File: config.mk
export PLATFORM = sky130hd
export DESIGN_NAME = dmem_port_arbiter
export DESIGN_NICKNAME = d
export VERILOG_FILES = /design/src/rtl/dmem_port_arbiter_pkg.sv /design/src/rtl/dmem_port_arbiter.sv
export SDC_FILE = /design/constraint.sdc
export NUM_CORES = 1
export LEC_CHECK = 0
export BUFFER_PORTS_ARGS = -buffer_cell sky130_fd_sc_hd__buf_2
export CAP_MARGIN = 20
export CORE_AREA = 2 2 120 122
export CTS_CLUSTER_DIAMETER = 50
export DETAILED_ROUTE_END_ITERATION = 8
export DIE_AREA = 0 0 122 124
export GPL_TIMING_DRIVEN = 0
export PLACE_DENSITY = 0.45
export RECOVER_POWER = 100
export SLEW_MARGIN = 10
export SYNTH_ARGS = -nofsm -noshare
export SYNTH_HDL_FRONTEND = slang
export SYNTH_SLANG_ARGS = --single-unit
export TNS_END_PERCENT = 30
File: constraint.sdc
create_clock -name clk -period 2.64 [get_ports clk]
set_clock_uncertainty 0.15 [all_clocks]
set_input_delay 0.132 -clock clk [delete_from_list [all_inputs] [get_ports clk]]
set_output_delay 0.132 -clock clk [all_outputs]
set_load 0.005 [all_outputs]
File: src/rtl/dmem_port_arbiter_pkg.sv
// Shared definitions for the data-memory port B arbiter: FSM state encoding
// and starvation-counter sizing.
package dmem_port_arbiter_pkg;

   // Owner of BRAM port B in a given cycle.
   typedef enum logic [1:0] {
      ST_CORE = 2'd0,   // core pipeline owns the port
      ST_HOST = 2'd1,   // host owns the port for a single access
      ST_LOCK = 2'd2    // host holds exclusive ownership (program loading)
   } arb_state_e;

   // Default number of consecutive core grants tolerated while the host waits.
   localparam int STARVE_MAX_DEF = 4;

   // Bits needed to count 0..max_grants inclusive (at least one bit).
   function automatic int starve_width(input int max_grants);
      return (max_grants < 1) ? 1 : $clog2(max_grants + 1);
   endfunction

   // Starvation counter width for the default STARVE_MAX.
   localparam int STARVE_W = starve_width(STARVE_MAX_DEF);

endpackage : dmem_port_arbiter_pkg

File: src/rtl/dmem_port_arbiter.sv
// Arbiter sharing BRAM port B between the core MEM stage and a host/debug
// port. The grant is decided combinationally each cycle; a starvation counter
// forces a host grant after STARVE_MAX consecutive core grants, and host_lock
// gives the host exclusive ownership with back-to-back accesses.
module dmem_port_arbiter
   import dmem_port_arbiter_pkg::*;
#(
   parameter int STARVE_MAX = STARVE_MAX_DEF
) (
   input  logic        clk,
   input  logic        rst_n,
   // core pipeline side
   input  logic        core_req,
   input  logic [3:0]  core_we,
   input  logic [31:0] core_addr,
   input  logic [31:0] core_wdata,
   output logic        core_stall,
   output logic [31:0] core_rdata,
   // host / debug side
   input  logic        host_valid,
   output logic        host_ready,
   input  logic [3:0]  host_we,
   input  logic [31:0] host_addr,
   input  logic [31:0] host_wdata,
   input  logic        host_lock,
   output logic        host_rvalid,
   output logic [31:0] host_rdata,
   // BRAM port B
   output logic [3:0]  bram_web,
   output logic [31:0] bram_addrb,
   output logic [31:0] bram_dib,
   input  logic [31:0] bram_dob
);

   // The package width matches the default; other values are sized here.
   localparam int CNT_W = (STARVE_MAX == STARVE_MAX_DEF) ? STARVE_W
                                                         : starve_width(STARVE_MAX);
   localparam logic [CNT_W-1:0] CNT_MAX = CNT_W'(STARVE_MAX);

   arb_state_e       state_q, state_d;
   logic [CNT_W-1:0] starve_cnt_q, starve_cnt_d;
   logic             host_rvalid_q, host_rvalid_d;
   logic             host_grant;

   // Arbitration decision, port steering and next-state computation.
   always_comb begin
      // NOTE: every output of this block gets a default first so no path
      // through the if/else tree leaves a signal unassigned (no latches).
      state_d       = ST_CORE;
      starve_cnt_d  = '0;
      host_rvalid_d = 1'b0;
      host_grant    = 1'b0;
      host_ready    = 1'b0;
      core_stall    = 1'b0;
      bram_web      = 4'b0000;
      bram_addrb    = core_addr;
      bram_dib      = core_wdata;

      // Reset is asynchronous, so the combinational outputs are quiet too.
      if (rst_n) begin
         if (host_lock) begin
            // Exclusive host ownership: accept every host request, hold core.
            state_d    = ST_LOCK;
            host_grant = host_valid;
            core_stall = core_req;
         end else if (host_valid && (!core_req || (starve_cnt_q == CNT_MAX))) begin
            // Idle core, or the host has waited the maximum number of grants.
            state_d    = ST_HOST;
            host_grant = 1'b1;
            core_stall = core_req;
         end else begin
            state_d = ST_CORE;
            if (core_req) begin
               bram_web = core_we;
            end
            if (host_valid && core_req) begin
               starve_cnt_d = (starve_cnt_q == CNT_MAX) ? CNT_MAX
                                                        : starve_cnt_q + CNT_W'(1);
            end
         end

         if (host_grant) begin
            host_ready    = 1'b1;
            bram_web      = host_we;
            bram_addrb    = host_addr;
            bram_dib      = host_wdata;
            host_rvalid_d = (host_we == 4'b0000);
         end
      end
   end

   // State, starvation counter and read-valid pulse registers.
   always_ff @(posedge clk or negedge rst_n) begin
      if (!rst_n) begin
         state_q       <= ST_CORE;
         starve_cnt_q  <= '0;
         host_rvalid_q <= 1'b0;
      end else begin
         // NOTE: non-blocking assignments so all registers update together
         // from values computed in the previous cycle.
         state_q       <= state_d;
         starve_cnt_q  <= starve_cnt_d;
         host_rvalid_q <= host_rvalid_d;
      end
   end

   // BRAM read data is registered inside the BRAM: one-cycle load latency.
   assign core_rdata  = bram_dob;
   // Host read data is only meaningful after a host-owned cycle.
   assign host_rdata  = (state_q == ST_CORE) ? 32'h0 : bram_dob;
   assign host_rvalid = host_rvalid_q;

endmodule : dmem_port_arbiter

==> flow_metrics.py, run 1 <==
metrics = {
    "placed_design": {
        "gp_congestion": 0.715,
        "portBuffers": 307,
        "hpwl_um": 7330,
    },
    "synthesis": {
        "ys_seq_elements": 6,
        "synthTopCellsByArea": "mux2_4 (33%), mux2_2 (16%), buf_4 (15%), nor2b_1 (12%), dfrtp_1 (8.5%)",
        "yosysMostFrequentCell": "mux2_4",
        "synth.net_count": 347,
        "synth_top_area_frac": 0.333,
        "ys_warn_count": 0,
        "synth-edff-count": 0,
        "yosys.area.top_type": "mux2_4",
        "synth_area_mm2": 0.00176,
        "synth.top_cells.by_count": "mux2_4 (39), buf_4 (34), nor2b_1 (33)",
        "syn_area_per_cell_um2": 10.2,
        "syn_inst": 172,
        "synth_cell_types": 23,
        "async_reset_ff_frac": 1.00,
        "yosysSeqAreaShare": 0.0853,
        "synth_top_flop_cell": "dfrtp_1",
    },
    "sta": {
        "fin_crit_sh": 0.948,
        "final-hold-violation-count": 0,
        "fin_crit_ns": 2.50,
        "rsz0062_at_grt": "false",
        "drv_slew": 0,
        "max_freq_ghz": 0.400,
        "worstMarginPinSlew_ns": 0.614,
        "setup_violations": 0,
        "slew_headroom": 0.588,
        "tns_ns": 0,
        "finalHoldWorstSlack_ns": 0.0405,
    },
    "critical_path": {
        "worstSetupStartpointType": "flip-flop",
        "arrival_ns": 2.22,
        "end_kind": "output port",
        "crit_required_ns": 2.36,
        "startpoint": "starve_cnt_q[0]",
        "r2r-start": "starve_cnt_q[0]",
        "r2r_end": "host_rvalid",
        "crit_type": "flip-flop to output port",
        "reg2reg_slack_ns": 0.80,
        "cp_max_fo": 10,
        "rr_worst_depth": 7,
    },
    "power": {
        "power_mw": 0.822,
        "leakage_nw": 1.86,
        "vdd_ir_drop_max_mv": 0.217,
        "power_density_mw_per_mm2": 238,
    },
    "die": {
        "initial_core_util": 0.128,
        "rows": 43,
        "pin_count": 308,
        "die_h_um": 124,
        "die_x_um": 122,
        "die-area_mm2": 0.0151,
        "core_area_mm2": 0.0137,
    },
    "route": {
        "drtPass1Iterations": 4,
        "drc": 0,
        "vias": 2400,
        "drt_iter0_drc": 47,
        "detail-route-antenna-nets": 0,
        "viasPerCell": 3.62,
        "wl_per_cell_um": 12.0,
        "drt-total-wl_um": 7940,
    },
    "clock_tree": {
        "cts_tree": "built",
        "cts_buffers": 3,
        "h-tree-depth": 1,
        "numClockSinks": 6,
        "clk_latency_ns": 0.23,
        "clockBufferDepth": 2,
        "path_clk_slew_ns": 0.03,
        "root_buffer": "clkbuf_16",
        "post_cts_buffers": 0,
    },
    "cells_and_area": {
        "areaGrowthSynthToFinish_pct": 96.4,
        "n_antenna_cell": 0,
        "final_nets": 660,
        "drive_gt1_frac": 0.667,
        "filler_cell_count": 1559,
        "final_core_util": 0.252,
    },
    "global_route": {
        "globalRouteOverflowTotal": 0,
        "grt_pass1_wl_um": 10200,
        "grt_pass1_vias": 2192,
        "grt_usage": 0.0836,
        "antenna_found_initial": 0,
        "grt_start_max_net_pins": 12,
    },
    "min_path": {
        "holdCritPathClass": "input port to flip-flop",
        "min_path_cells": 3,
        "min_delay_worst_endpoint": "host_rvalid",
        "min-delay-start": "host_we[2]",
    },
    "run": {
        "maxCapViolCount": 0,
    },
    "run_status": {
        "status": "complete, no violations",
    },
}
## cell families (layout without fill, tap and decap cells)
kind of cell,count (synthesis),count (layout),share of synthesized area
adders and majority gates,2,2,0.0142
and+or+nand+nor,45,45,0.149
xor gates and xnor gates,1,1,0.00498
buffers and inverters,46,357,0.212
DFF,6,6,0.0853
muxes,64,64,0.493
AOI/OAI and AO/OA,8,8,0.0413
## routing by layer
layer | up-vias | GRT usage | part of all wire
met4 | 0 | 0.00216 | 0
met1 | 1056 | 0.0902 | 0.33
met5 | - | 0 | 0
met3 | 0 | 0.0247 | 0.12
li1 | 1186 | - | -
met2 | 158 | 0.168 | 0.54
## cell usage in the layout (no fill, tap or decap)
cell type      count
clkbuf_4          12
mux2_4            31
nand4_1            1
a31oi_1            1
nand2_1            2
nor2b_1           33
clkbuf_2          10
and3_1             1
buf_1              3
clkbuf_16          3
buf_4             20
and2_0             1
or4_1              1
mux2_1             8
clkbuf_1          85
a311oi_1           1
dlygate4sd3_1      1
a21bo_2            1
dfrtp_1            6
mux2_2            25
o211ai_4           1
buf_6              3
buf_12             2
inv_1              4
buf_2            214
nor2_1             6
a22o_1             4
xnor2_1            1
ha_1               2
## per-stage QoR
step | std cells | instance area (um^2) | setup slack, ns
CTS | 663 | 3610 | 0.0701
detailed placement | 659 | 3520 | 0.322
global placement | 659 | 3520 | 0.356
finish | 663 | 3460 | 0.137
floorplan | 172 | 1760 | 0.703
global route | 663 | 3460 | 0.0236
## where the power goes
part           switching, mW  leakage (nW)  total (mW)  internal [mW]
Sequential          0.000621        0.0822      0.0949         0.0943
Clock                 0.0454        0.0370       0.239          0.194
Combinational          0.187          1.74       0.488          0.300
Total                  0.233          1.86       0.822          0.588
## how the worst max path moves through the flow
| stage | to | slack, ns | depth (start not counted) |
|---|---|---|---|
| 2_1_floorplan | bram_addrb[0] | 0.70 | 7 |
| 3_3_place_gp | bram_addrb[3] | 0.36 | 8 |
| 3_5_place_dp | bram_addrb[15] | 0.32 | 8 |
| 4_1_cts | bram_addrb[15] | 0.07 | 8 |
| 5_1_grt | bram_dib[23] | 0.02 | 8 |
| 6_report | bram_dib[17] | 0.14 | 8 |
## area by class of cell
class / instances / area, um^2 / share of cell area
repair buffers: 308 / 1440 / 0.417
multi-input cells: 120 / 1210 / 0.352
plain buffers: 42 / 335 / 0.0970
well taps: 180 / 225 / 0.0652
flip-flops and latches: 6 / 150 / 0.0434
clock buffers: 3 / 75.1 / 0.0217
inverters: 4 / 15.0 / 0.00434
## flip-flops by register name (all words and copies together) (netlist names)
| register | count |
|---|---|
| host_rvalid | 1 |
| state_q | 2 |
| starve_cnt_q | 3 |
## critical path: stages (launching register included)
cell,delay (ns)
dfrtp_1,0.36
inv_1,0.05
ha_1,0.24
a21bo_2,0.25
o211ai_4,0.23
buf_6,0.22
buf_6,0.19
mux2_4,0.31
buf_2,0.13
## what timing repair did
item                                    4_1_cts  5_1_grt
endpoints found under the setup margin        0        1
hold buffers                                  1        0
gates resized for setup                       0        1
hold endpoints to repair                      6        0
(Power assumes the default switching activity.)
==> run 2, diff against run 1 <==
--- a/config.mk
+++ b/config.mk
@@ -12,9 +12,9 @@
 export DETAILED_ROUTE_END_ITERATION = 8
 export DIE_AREA = 0 0 122 124
 export GPL_TIMING_DRIVEN = 0
+export MAX_ROUTING_LAYER = met4
 export PLACE_DENSITY = 0.45
 export RECOVER_POWER = 100
-export SLEW_MARGIN = 10
 export SYNTH_ARGS = -nofsm -noshare
 export SYNTH_HDL_FRONTEND = slang
 export SYNTH_SLANG_ARGS = --single-unit
==> run 2 against run 1 <==
Net effect:
- routed wire length about the same
- maximum frequency barely moved
- core utilization unchanged
- first-iteration DRC count fell by 13%
- critical path depth unchanged
- critical endpoint unchanged
- largest cell class unchanged
==> flow_metrics.py, run 2 (synthesized netlist as in run 1, its figures left out) <==
metrics = {
    "min_path": {
        "holdCritPathClass": "input port to flip-flop",
    },
    "die": {
        "pin_count": 308,
        "initial_core_util": 0.128,
        "die_x_um": 122,
        "die_h_um": 124,
        "core_area_mm2": 0.0137,
        "rows": 43,
        "die-area_mm2": 0.0151,
    },
    "sta": {
        "finalHoldWorstSlack_ns": 0.0405,
        "setup_ws_ns": 0.136,
        "drv_slew": 0,
        "max_freq_ghz": 0.399,
        "worstMarginPinSlew_ns": 0.614,
        "slew_headroom": 0.588,
        "setup_violations": 0,
        "tns_ns": 0,
        "final-hold-violation-count": 0,
        "fin_crit_ns": 2.50,
        "rsz0062_at_grt": "false",
        "fin_crit_sh": 0.948,
    },
    "critical_path": {
        "cp_max_fo": 10,
        "path_cells": "inv_1 > ha_1 > a21bo_2 > o211ai_4 > buf_6 > buf_6 > mux2_4 > buf_2",
        "cpMaxStageDelayCell": "dfrtp_1",
        "worstSetupStartpointType": "flip-flop",
        "crit_type": "flip-flop to output port",
        "critical_path.max_stage_delay_ns": 0.36,
        "crit_required_ns": 2.36,
        "crit_top_cell": "buf_6",
        "end_kind": "output port",
        "arrival_ns": 2.22,
    },
    "placed_design": {
        "dp.cells": 659,
        "portBuffers": 307,
        "pre_cts_ws_ns": 0.322,
        "gp_congestion": 0.724,
        "dpl-instance-area_mm2": 0.00352,
        "hpwl_um": 7330,
    },
    "run_status": {
        "status": "complete, no violations",
    },
    "cells_and_area": {
        "fin_area_mm2": 0.00346,
        "multiInputGateArea_mm2": 0.00121,
        "final_nets": 660,
        "largest_reg_flops": 3,
        "final_common_cell": "buf_2",
        "final_core_util": 0.252,
        "drive_gt1_frac": 0.667,
        "regArea_um2": 150,
        "areaGrowthSynthToFinish_pct": 96.4,
        "fin_cells": 663,
        "n_antenna_cell": 0,
        "filler_cell_count": 1559,
        "largest_register": "starve_cnt_q",
        "most-common-layout-cells": "buf_2 (214), clkbuf_1 (85), nor2b_1 (33)",
    },
    "clock_tree": {
        "numClockSinks": 6,
        "clockBufferDepth": 2,
        "path_clk_slew_ns": 0.03,
        "root_buffer": "clkbuf_16",
        "cts_tree": "built",
        "post_cts_buffers": 0,
        "h-tree-depth": 1,
        "cts_buffers": 3,
        "clk_latency_ns": 0.23,
    },
    "run": {
        "maxCapViolCount": 0,
    },
    "route": {
        "detail-route-antenna-nets": 0,
        "viasPerCell": 3.62,
        "drtPass1Iterations": 4,
        "vias": 2398,
        "drt_iter0_drc": 41,
        "drt-total-wl_um": 7940,
        "drc": 0,
        "wl_per_cell_um": 12.0,
    },
    "global_route": {
        "grt_start_max_net_pins": 12,
        "grt_pass1_vias": 2192,
        "grt_pass1_wl_um": 10200,
        "antenna_found_initial": 0,
        "globalRouteOverflowTotal": 0,
        "grt_usage": 0.0860,
    },
    "power": {
        "power_mw": 0.822,
        "leakage_nw": 1.86,
        "vdd_ir_drop_max_mv": 0.217,
        "power_density_mw_per_mm2": 238,
    },
}
run 2: cell counts in the layout (fill, tap and decap cells not counted):
No cell type changed its count.
run 2: final timing paths:
kind	cells past startpoint	startpoint	slack (ns)	end
hold reg to reg	1	starve_cnt_q[0]	0.31	starve_cnt_q[0]
setup reg to reg	7	starve_cnt_q[0]	0.80	host_rvalid
max in group asynchronous	2	rst_n	1.98	host_rvalid
min in group asynchronous	2	rst_n	0.16	starve_cnt_q[2]
setup / recovery	8	starve_cnt_q[0]	0.14	bram_dib[17]
hold / removal	3	host_we[2]	0.04	host_rvalid
run 2: timing repair:
action                                 4_1_cts  5_1_grt
endpoints found under the hold margin        6        0
hold buffers                                 1        0
resized for setup                            0        1
setup endpoints to repair                    0        1
run 2: power breakdown:
group          switching [mW]  leakage, nW  internal, mW
logic                   0.187         1.74         0.300
registers            0.000621       0.0822        0.0943
clock network          0.0454       0.0370         0.194
total                   0.233         1.86         0.588
run 2: layer usage:
metal,track usage,up-vias,share of wire
li1,-,1186,-
met1,0.0910,1054,0.34
met2,0.168,158,0.54
met3,0.0234,0,0.12
met4,0.00216,0,0
met5,-,-,0
run 2: cell type report:
class | count | area share
flip-flops and latches | 6 | 0.0434
inverters | 4 | 0.00434
repair buffers | 308 | 0.417
well taps | 180 | 0.0652
multi-input cells | 120 | 0.352
plain buffers | 42 | 0.0970
clock buffers | 3 | 0.0217
run 2: worst max-delay path, delay by kind of cell, from the launching register on:
family | cells | cell delay [ns]
fa+ha+maj | 1 | 0.24
mux | 1 | 0.31
compound gates | 2 | 0.48
flops | 1 | 0.36
buf+inv | 4 | 0.59
==> run 3, diff against run 2 <==
--- a/config.mk
+++ b/config.mk
@@ -13,8 +13,9 @@
 export DIE_AREA = 0 0 122 124
 export GPL_TIMING_DRIVEN = 0
 export MAX_ROUTING_LAYER = met4
-export PLACE_DENSITY = 0.45
+export PLACE_DENSITY_LB_ADDON = 0.3
 export RECOVER_POWER = 100
+export SETUP_SLACK_MARGIN = 0.15
 export SYNTH_ARGS = -nofsm -noshare
 export SYNTH_HDL_FRONTEND = slang
 export SYNTH_SLANG_ARGS = --single-unit
==> run 3 against run 2 <==
Net effect:
- non-clock buffer count is 9 higher
- global-route usage down 0.30 points
- critical path depth increased by 1
- worst hold slack improved by 0.029 ns
- via count is 0.75% higher
- clock-buffer cell count stayed put
- routed wire length increased by 0.16%
- sequential power barely moved
- first-iteration DRC count decreased by 27%
- cell count is 1.4% higher
- critical path type unchanged
- critical endpoint is now bram_addrb[20]
==> flow_metrics.py, run 3 (synthesized netlist as in run 1, its figures left out) <==
metrics = {
    "clock_tree": {
        "cts_buffers": 3,
        "h-tree-depth": 1,
        "cts_tree": "built",
        "root_buffer": "clkbuf_16",
        "clockBufferDepth": 2,
        "path_clk_slew_ns": 0.03,
        "numClockSinks": 6,
        "clk_latency_ns": 0.22,
    },
    "placed_design": {
        "hpwl_um": 6960,
        "portBuffers": 307,
        "gp_congestion": 0.709,
        "dp.cells": 659,
    },
    "critical_path": {
        "end_kind": "output port",
        "arrival_ns": 2.16,
        "r2r_end": "host_rvalid",
        "cp_max_fo": 5,
        "path_depth": 9,
        "startpoint": "starve_cnt_q[0]",
        "cpMaxStageDelayCell": "dfrtp_1",
        "crit_type": "flip-flop to output port",
        "rr_worst_depth": 9,
        "worstSetupStartpointType": "flip-flop",
        "crit_family": "buffers and inverters",
        "critical_path.max_stage_delay_ns": 0.35,
        "reg2reg_slack_ns": 0.74,
        "r2r-start": "starve_cnt_q[0]",
        "cp_num_buf_inv": 5,
        "crit_required_ns": 2.36,
        "crit_path_end": "bram_addrb[20]",
        "path_cells": "inv_1 > ha_1 > a21bo_2 > o211ai_4 > buf_12 > clkbuf_16 > buf_12 > mux2_1 > buf_2",
        "crit_top_cell": "buf_12",
    },
    "cells_and_area": {
        "largest_register": "starve_cnt_q",
        "final_nets": 669,
        "largest_reg_flops": 3,
        "areaGrowthSynthToFinish_pct": 108,
        "fin_cells": 672,
        "most-common-layout-cells": "buf_2 (216), clkbuf_1 (83), nor2b_1 (33)",
        "n_antenna_cell": 0,
        "drive_gt1_frac": 0.685,
        "final_common_cell": "buf_2",
    },
    "min_path": {
        "min-delay-start": "host_we[1]",
        "holdCritPathClass": "input port to flip-flop",
    },
    "route": {
        "drtPass1Iterations": 3,
        "drt-total-wl_um": 7960,
        "drt_iter0_drc": 30,
        "wl_per_cell_um": 11.8,
        "viasPerCell": 3.60,
        "vias": 2416,
        "drc": 0,
        "detail-route-antenna-nets": 0,
    },
    "sta": {
        "max_freq_ghz": 0.409,
        "rsz0062_at_grt": "false",
        "fin_crit_sh": 0.926,
        "slew_headroom": 0.473,
        "final-hold-violation-count": 0,
        "tns_ns": 0,
        "fin_crit_ns": 2.45,
        "worstMarginPinSlew_ns": 0.785,
        "drv_slew": 0,
        "setup_violations": 0,
    },
    "global_route": {
        "globalRouteOverflowTotal": 0,
        "grt_pass1_vias": 2048,
        "grt_usage": 0.0831,
        "grt_start_max_net_pins": 11,
        "antenna_found_initial": 0,
        "grt_pass1_wl_um": 9800,
    },
    "run_status": {
        "status": "complete, no violations",
    },
    "power": {
        "vdd_ir_drop_max_mv": 0.237,
        "leakage_nw": 1.98,
        "power_density_mw_per_mm2": 234,
    },
    "die": {
        "core_area_mm2": 0.0137,
        "pin_count": 308,
        "die-area_mm2": 0.0151,
        "rows": 43,
        "initial_core_util": 0.128,
        "die_h_um": 124,
        "die_x_um": 122,
    },
    "run": {
        "maxCapViolCount": 0,
    },
}
[run 3: cell type report]
type | count | area [um^2]
Fill cell | 1530 | 10100
Timing Repair Buffer | 317 | 1610
Multi-Input combinational cell | 120 | 1220
Buffer | 42 | 367
Tap cell | 180 | 225
Sequential cell | 6 | 150
Clock buffer | 3 | 75.1
Inverter | 4 | 15.0
[run 3: metal layers]
| layer | track usage | vias to the layer above | wire (um) |
|---|---|---|---|
| met4 | 0.00647 | 0 | 0 |
| met3 | 0.0124 | 0 | 815 |
| li1 | - | 1206 | - |
| met2 | 0.166 | 155 | 4280 |
| met1 | 0.0900 | 1055 | 2860 |
| met5 | - | - | 0 |
[run 3: power breakdown]
group	switching [mW]	total [mW]	internal, mW
Sequential	0.000658	0.0950	0.0943
Clock	0.0449	0.239	0.194
Combinational	0.193	0.523	0.329
[run 3: per-stage QoR]
step	power, mW	util	cell area (um^2)	hold slack (ns)	setup WS, ns
4_1_cts	0.874	0.266	3640	0.0745	0.148
2_1_floorplan	0.341	-	1760	-0.314	0.703
6_report	0.857	0.267	3660	0.0694	0.194
3_3_place_gp	0.615	0.257	3520	-0.157	0.332
5_1_grt	0.918	0.267	3660	0.101	0.0880
3_5_place_dp	0.621	0.257	3520	-0.149	0.302
[run 3: worst min path at each step]
| stage | to | slack [ns] | cells past startpoint |
|---|---|---|---|
| finish | host_rvalid | 0.07 | 3 |
| global route | host_rvalid | 0.10 | 3 |
| CTS | state_q[1] | 0.07 | 2 |
| detailed placement | starve_cnt_q[1] | -0.15 | 1 |
| global placement | starve_cnt_q[0] | -0.16 | 1 |
| floorplan | host_rvalid | -0.31 | 0 |
[run 3: what timing repair did]
item                                    CTS  global route
gates cloned                              0             4
buffers inserted                          1             4
gates resized for setup                   3             1
pin swaps                                 0             2
hold buffers                              1             0
endpoints found under the hold margin     6             0
endpoints found under the setup margin   39            64
[run 3: tightest hold or removal path, delay by kind of cell]
family	cells	cell delay (ns)
buf+inv	1	0.09
simple gates	2	0.18
